--- config.mk ---
export PLATFORM = sky130hd
export DESIGN_NAME = uart_prog_loader
export DESIGN_NICKNAME = d
export VERILOG_FILES = /design/src/rtl/uart_prog_loader.sv
export SDC_FILE = /design/constraint.sdc
export NUM_CORES = 1
export LEC_CHECK = 0
export BUFFER_PORTS_ARGS = -buffer_cell sky130_fd_sc_hd__buf_2
export CORE_ASPECT_RATIO = 0.9
export CORE_MARGIN = 2
export CORE_UTILIZATION = 35
export DETAILED_ROUTE_END_ITERATION = 12
export PLACE_DENSITY_LB_ADDON = 0.12
export SLEW_MARGIN = 20
export SYNTH_ARGS = -nofsm -noshare
export SYNTH_HDL_FRONTEND = slang
export SYNTH_SLANG_ARGS = --single-unit
export TNS_END_PERCENT = 1
--- constraint.sdc ---
create_clock -name clk -period 2.3 [get_ports clk]
set_input_delay 0.115 -clock clk [delete_from_list [all_inputs] [get_ports clk]]
set_output_delay 0.115 -clock clk [all_outputs]
set_load 0.005 [all_outputs]
--- src/rtl/uart_prog_loader.sv ---
// UART 8N1 program loader: deserialises bytes, packs them little-endian into 32-bit words
// and writes each word to instruction memory until the terminator word arrives.
module uart_prog_loader #(
  parameter int unsigned CLKS_PER_BIT = 347,
  parameter int unsigned ADDR_WIDTH   = 14,
  parameter logic [31:0] END_WORD     = 32'h0000_0FFF
) (
  input  logic                  clk,
  input  logic                  rst_l,
  input  logic                  en_i,
  input  logic                  rx_i,
  output logic                  mem_we_o,
  output logic [ADDR_WIDTH-1:0] mem_addr_o,
  output logic [31:0]           mem_wdata_o,
  output logic                  busy_o,
  output logic                  done_o,
  output logic                  frame_err_o,
  output logic                  wrap_o
);

  localparam int unsigned CntW = $clog2(CLKS_PER_BIT);
  localparam logic [CntW-1:0] HalfEnd = CntW'(CLKS_PER_BIT / 2 - 1);
  localparam logic [CntW-1:0] BitEnd  = CntW'(CLKS_PER_BIT - 1);

  typedef enum logic [2:0] {StIdle, StStart, StData, StStop, StWaitHi} state_e;

  state_e                state_q, state_d;
  logic                  rx_meta_q, rx_s_q;
  logic [CntW-1:0]       cnt_q, cnt_d;
  logic [2:0]            bit_q, bit_d;
  logic [7:0]            shreg_q, shreg_d;
  logic                  busy_q, busy_d;
  logic                  byte_vld, ferr_set;
  logic [23:0]           word_q, word_d;
  logic [1:0]            bidx_q, bidx_d;
  logic [ADDR_WIDTH-1:0] waddr_q, waddr_d;
  logic [ADDR_WIDTH-1:0] mem_addr_q, mem_addr_d;
  logic [31:0]           mem_wdata_q, mem_wdata_d;
  logic [31:0]           full_word;
  logic                  mem_we_q, mem_we_d;
  logic                  done_q, done_d;
  logic                  ferr_q, ferr_d;
  logic                  wrap_q, wrap_d;

  // Receiver: counts from the start edge to mid-bit, then one full bit period per sample.
  always_comb begin
    state_d  = state_q;
    cnt_d    = cnt_q + 1'b1;
    bit_d    = bit_q;
    shreg_d  = shreg_q;
    byte_vld = 1'b0;
    ferr_set = 1'b0;
    unique case (state_q)
      StIdle: begin
        cnt_d = '0;
        if (!done_q && !rx_s_q) state_d = StStart;
      end
      StStart: begin
        if (cnt_q == HalfEnd) begin
          cnt_d   = '0;
          bit_d   = '0;
          state_d = rx_s_q ? StIdle : StData;
        end
      end
      StData: begin
        if (cnt_q == BitEnd) begin
          cnt_d   = '0;
          shreg_d = {rx_s_q, shreg_q[7:1]};
          bit_d   = bit_q + 3'd1;
          if (bit_q == 3'd7) state_d = StStop;
        end
      end
      StStop: begin
        if (cnt_q == BitEnd) begin
          cnt_d = '0;
          if (rx_s_q) begin
            byte_vld = 1'b1;
            state_d  = StIdle;
          end else begin
            ferr_set = 1'b1;
            state_d  = StWaitHi;
          end
        end
      end
      StWaitHi: begin
        cnt_d = '0;
        if (rx_s_q) state_d = StIdle;
      end
      default: state_d = StIdle;
    endcase
    if (!en_i) begin
      state_d  = StIdle;
      cnt_d    = '0;
      byte_vld = 1'b0;
      ferr_set = 1'b0;
    end
    busy_d = (state_q == StStart) || (state_q == StData) || (state_q == StStop);
  end

  // Word assembly and memory write.
  always_comb begin
    word_d      = word_q;
    bidx_d      = bidx_q;
    waddr_d     = waddr_q;
    mem_we_d    = 1'b0;
    mem_addr_d  = mem_addr_q;
    mem_wdata_d = mem_wdata_q;
    done_d      = done_q;
    wrap_d      = wrap_q;
    ferr_d      = ferr_q | ferr_set;
    full_word   = {shreg_q, word_q};
    if (!en_i) begin
      word_d = '0;
      bidx_d = '0;
    end else if (byte_vld) begin
      bidx_d = bidx_q + 2'd1;
      unique case (bidx_q)
        2'd0: word_d[7:0]   = shreg_q;
        2'd1: word_d[15:8]  = shreg_q;
        2'd2: word_d[23:16] = shreg_q;
        2'd3: begin
          word_d = '0;
          if (full_word == END_WORD) begin
            done_d = 1'b1;
          end else begin
            mem_we_d    = 1'b1;
            mem_addr_d  = waddr_q;
            mem_wdata_d = full_word;
            waddr_d     = waddr_q + 1'b1;
            if (waddr_q == '1) wrap_d = 1'b1;
          end
        end
        default: ;
      endcase
    end
  end

  always_ff @(posedge clk or negedge rst_l) begin
    if (!rst_l) begin
      rx_meta_q   <= 1'b1;
      rx_s_q      <= 1'b1;
      state_q     <= StIdle;
      cnt_q       <= '0;
      bit_q       <= '0;
      shreg_q     <= '0;
      busy_q      <= 1'b0;
      word_q      <= '0;
      bidx_q      <= '0;
      waddr_q     <= '0;
      mem_we_q    <= 1'b0;
      mem_addr_q  <= '0;
      mem_wdata_q <= '0;
      done_q      <= 1'b0;
      ferr_q      <= 1'b0;
      wrap_q      <= 1'b0;
    end else begin
      rx_meta_q   <= rx_i;
      rx_s_q      <= rx_meta_q;
      state_q     <= state_d;
      cnt_q       <= cnt_d;
      bit_q       <= bit_d;
      shreg_q     <= shreg_d;
      busy_q      <= busy_d;
      word_q      <= word_d;
      bidx_q      <= bidx_d;
      waddr_q     <= waddr_d;
      mem_we_q    <= mem_we_d;
      mem_addr_q  <= mem_addr_d;
      mem_wdata_q <= mem_wdata_d;
      done_q      <= done_d;
      ferr_q      <= ferr_d;
      wrap_q      <= wrap_d;
    end
  end

  assign mem_we_o    = mem_we_q;
  assign mem_addr_o  = mem_addr_q;
  assign mem_wdata_o = mem_wdata_q;
  assign busy_o      = busy_q;
  assign done_o      = done_q;
  assign frame_err_o = ferr_q;
  assign wrap_o      = wrap_q;

endmodule

* After elaboration in Yosys (flattened, before gate mapping) *
Index checks and enable logic that the tools add are counted.

word-level totals
  output and inout port bits = 51
  register bits after elaboration = 116
  word-level logic and storage cells = 103
  input port bits = 4
  bits in writable memories = 0
  latch bits = 0
  memories = 0
  memory bits (read-only) = 0

cells by class
  bitwise logic cells = 2
  multipliers = 0
  add/sub/neg operators = 4
  magnitude comparators = 0
  muxes and demuxes = 36
  equality and inequality tests = 24
  shift-type cells = 0
  reductions and logical operators = 19
  div/mod/pow operators = 0

operator list
  cell                                                                      number
  24-bit two-way mux                                                        2
  8-bit case mux with 2 select lines                                        3
  32-bit by 12-bit equality test with 1-bit output (second input constant)  1
  3-bit two-way mux                                                         10
  9-bit two-way mux                                                         3
  9-bit case mux with 3 select lines                                        1
  3-bit inequality test (second input constant)                             6
  3-bit case mux with 5 select lines                                        1
  14-bit by 1-bit adder with 14-bit output (second input constant)          1
  14-bit equality test (second input constant)                              1
  1-bit two-way mux                                                         12
  9-bit by 1-bit adder with 9-bit output (second input constant)            1
  9-bit by 8-bit equality test with 1-bit output (second input constant)    1
  9-bit equality test (second input constant)                               1
  3-bit by 1-bit inequality test with 1-bit output (second input constant)  3
  2-bit AND reduction                                                       4
  4-bit AND reduction                                                       2
  3-bit by 2-bit equality test with 1-bit output (second input constant)    2
  3-bit equality test (second input constant)                               2
  2-bit two-way mux                                                         3
  3-bit case mux with 2 select lines                                        1
  6-bit AND reduction                                                       1
  5-bit AND reduction                                                       1
  2-bit equality test (second input constant)                               2
  other kinds (16)                                                          20

* Depth between registers and ports, before layout *
  word-level depth = 6
  mapped depth = 8
  gate-level depth less buffers = 6

* Worst setup path before layout *
No wires, ideal clock.

  path kind = reg2reg
  from = reg shreg_q[6]
  to = reg mem_addr_q[0] (netlist: mem_addr_o[0])
  library setup time = 0.127 ns
  data required time = 2.173 ns
  setup slack = -0.079 ns
  arrival time = 2.251 ns
  clock period less this slack = 2.379 ns
  stages on the path, launching flop included = 8
  buffers on the path = 3
  path through = dfrtp_1 or4b_1 or4_1 buf_2 o21ai_2 buf_6 buf_8 mux2_1

between the ends
  longest elaborated chain between the ends = 3

RTL lines
  item                                              line  text
  start: declaration                                31    logic [7:0] shreg_q, shreg_d;
  start signal: assignment                          162   shreg_q <= shreg_d;
  32-bit by 12-bit equality test with 1-bit output  123   if (full_word == END_WORD) begin
  1-bit NOT (no line)                               -
  4-bit AND reduction (no line)                     -
  end signal: assignment                            168   mem_addr_q <= mem_addr_d;
  end: declaration                                  37    logic [ADDR_WIDTH-1:0] mem_addr_q, mem_addr_d;

Every way passes these cells.
A chain may end at the register's enable or synchronous reset.

* Final worst setup path *
  from = reg shreg_q[4]
  to = reg mem_wdata_q[2] (netlist: mem_wdata_o[2])

between the ends
  longest elaborated chain between the ends = 3

RTL lines
  item                                              line  text
  32-bit by 12-bit equality test with 1-bit output  123
  1-bit NOT (no line)                               -
  4-bit AND reduction (no line)                     -
  end signal: assignment                            169   mem_wdata_q <= mem_wdata_d;
  end: declaration                                  38    logic [31:0] mem_wdata_q, mem_wdata_d;

Every way passes these cells.

==> flow_metrics.env <==
export IMPL_overflow=0
export IMPL_total_leakage_power_uw=0.00332
export IMPL_tritoncts="yes"
export IMPL_min_period_over_period=1.01
export IMPL_gp_congestion=0.771
export IMPL_firstDrtPassIters=4
export IMPL_status="finished with violations"
export IMPL_yosys_area_top_type="dfrtp_1"
export IMPL_diodes=0
export IMPL_root_buffer="clkbuf_16"
export IMPL_drv_slew=0
export IMPL_setup_ws_ns=-0.0162
export IMPL_synth_top_area_frac=0.562
export IMPL_setup_viol=20
export IMPL_final_common_cell="dfrtp_1"
export IMPL_synth_edf_count=0
export IMPL_cts_sinks=116
export IMPL_ys_flop_type="dfrtp_1"
export IMPL_drive_gt1_frac=0.365
export IMPL_layout_common_cells="dfrtp_1 (114), buf_2 (53), mux2_2 (50)"
export IMPL_fmax_ghz=0.432
export IMPL_crit_chain="or4b_1 -> or4_4 -> o21ai_4 -> buf_12 -> mux2_2"
export IMPL_path_clk_slew_ns=0.05
export IMPL_start_kind="flop"
export IMPL_vias_per_cell=4.84
export IMPL_grt_max_degree=44
export IMPL_synth_distinct_cells=55
export IMPL_async_flop_share=1.00
export IMPL_syn_to_final_growth_pct=28.7
export IMPL_fin_crit_ns=2.32
export IMPL_critPathArrivalTime_ns=2.61
export IMPL_final_setup_tns_ns=-0.142
export IMPL_cp_slowest_cell="or4b_1"
export IMPL_dp_hpwl_um=7410
export IMPL_violations="setup timing"
export IMPL_critPathCaptureType="flop"
export IMPL_power_ir_vdd_worst_mv=0.496
export IMPL_p_per_area_nw_per_um2=829
export IMPL_drc=0
export IMPL_internal_power_uw=4290
export IMPL_comb_power_share=0.050
export IMPL_clockPowerShare=0.563
export IMPL_maxCapViolCount=0
export IMPL_skew_ns=0.00879
export IMPL_grt_pass1_wl_um=18100
export IMPL_final_util=0.463
export IMPL_syn_cell_area_sq_um=5080
export IMPL_tightestPinTransition_ns=0.666
export IMPL_ant_nets=0
export IMPL_cts_buffer_depth=2
export IMPL_min_path_type="input port to flop"
export IMPL_h_tree_depth=4
export IMPL_clock_latency_ns=0.42
export IMPL_hold_viol_final=0
export IMPL_rsz0062_at_grt="true"
export IMPL_vias=3322
export IMPL_power_switching_uw=1130
export IMPL_ys_ff_latch=116
export IMPL_nNetsFinal=493
export IMPL_dieArea_sq_um=15500
export IMPL_syn_nets=401
export IMPL_cts_buffers_inserted=17
export IMPL_row_count=41
export IMPL_first_global_vias=3511
export IMPL_critPathKind="flop to flop"
export IMPL_cp_data_required_time_ns=2.60
export IMPL_wl_per_cell_um=15.6
export IMPL_core_area_sq_um=14100
export IMPL_critical_path_top_delay_family="simple AND/OR/NAND/NOR gates"
export IMPL_p_seq_frac=0.386
export IMPL_synth_warnings=0
export IMPL_syn_area_per_cell_sq_um=13.1
export IMPL_worst_path_buf_inv=1
export IMPL_switching_share=0.208
export IMPL_drt_iter0_markers=193
export IMPL_syn_inst=388
export IMPL_io_buffers=54
export IMPL_routed_wl_um=10700
export IMPL_antenna_found_initial=0
export IMPL_groute_usage_overall=0.153
export IMPL_io_pins=55
export IMPL_netlist_top_cells_area="dfrtp_1 (56%), mux2_2 (11%), mux2_1 (4.4%)"
export IMPL_yosysSeqAreaShare=0.572
export IMPL_die_height_um=118
export IMPL_relSlewSlack=0.553
export IMPL_cp_max_fo=28
export IMPL_start_util=0.360
export IMPL_slowest_delay_ns=0.51
export IMPL_die_w_um=131
[stage by stage]
step	instance area [sq um]	hold WS [ns]	power (uW)	worst slack (ns)	instances
6_report	6540	0.160	5410	-0.0162	686
5_1_grt	6540	0.159	5630	-0.0604	686
4_1_cts	6530	0.153	5500	-0.0209	686
3_5_place_dp	5810	0.137	2410	-0.0603	652
3_3_place_gp	5810	0.123	2400	-0.0149	652
2_1_floorplan	5080	-0.181	2260	-0.0788	388
[sequential cells by signal, indices dropped and copies added, names as in the netlist, 2 cells and up]
name         cells
waddr_q         14
mem_addr_o      14
bit_q            3
bidx_q           2
state_q          3
shreg_q          8
word_q          24
cnt_q            9
mem_wdata_o     32
[synth_stat cells, types with 3 or more instances]
cell and n:
ha_1 9, clkbuf_1 8, o41ai_1 3, nor3_1 4, dfrtp_1 114, nand2b_1 3
mux2i_1 8, mux2_1 20, o2111ai_1 5, nor4_1 5, o21ai_2 3, nand3_1 4
nand4_1 7, nand2_1 25, and2_1 11, xnor2_1 15, xor2_1 6, o211ai_1 9
nor2_1 19, inv_1 8, mux2_2 51, a31oi_1 3, and3_1 4
[layer usage]
metal	track usage	wire length [um]	vias up
met3	0.0426	337	18
met2	0.221	4750	49
met4	0.0658	187	0
li1	-	-	1594
met5	0	0	-
met1	0.213	5410	1661
[cell families (layout without fill, tap and decap cells)]
group,count (synthesis),in the layout,synth area share
AO/OA/AOI/OAI,38,38,0.0591
XOR/XNOR,21,21,0.0362
AND/OR/NAND/NOR,102,102,0.113
flip-flops,116,116,0.572
multiplexers,79,79,0.173
adder cells (fa/ha/maj),9,9,0.0222
buffers and inverters,23,128,0.0246
[cell type report]
class	instances	area, sq um
clock buffer	20	467
clock inverter	12	224
fill	1279	7570
inverter	8	30.0
multi-input combinational	249	2070
sequential	116	2910
tap	193	241
timing repair buffer	88	596
[worst paths after layout]
kind                       slack (ns)  depth (start not counted)  startpoint              end
min                              0.16                          2        en_i       state_q[2]
min reg2reg                      0.35                          0   rx_meta_q           rx_s_q
min in group asynchronous        0.22                          2       rst_l         cnt_q[0]
max                             -0.02                          5  shreg_q[4]   mem_wdata_o[2]
max in group asynchronous        1.35                          3       rst_l  mem_wdata_o[21]
max reg2reg                     -0.02                          5  shreg_q[4]   mem_wdata_o[2]
[power by group through the flow]
stage	Clock (uW)	Sequential, uW	Combinational (uW)
after floorplan	0	2130	136
after global placement	0	2130	276
after detailed placement	0	2130	277
after CTS	3120	2090	281
after global routing	3220	2100	311
final	3050	2090	273
[repair_timing]
item | in CTS | in global routing
hold buffers | 2 | 0
resized for setup | 2 | 2
pin swaps | 0 | 1
setup buffers | 0 | 0
endpoints found under the hold margin | 36 | 0
endpoints found under the setup margin | 47 | 49
Note: power is estimated with default switching activity, not from simulation.
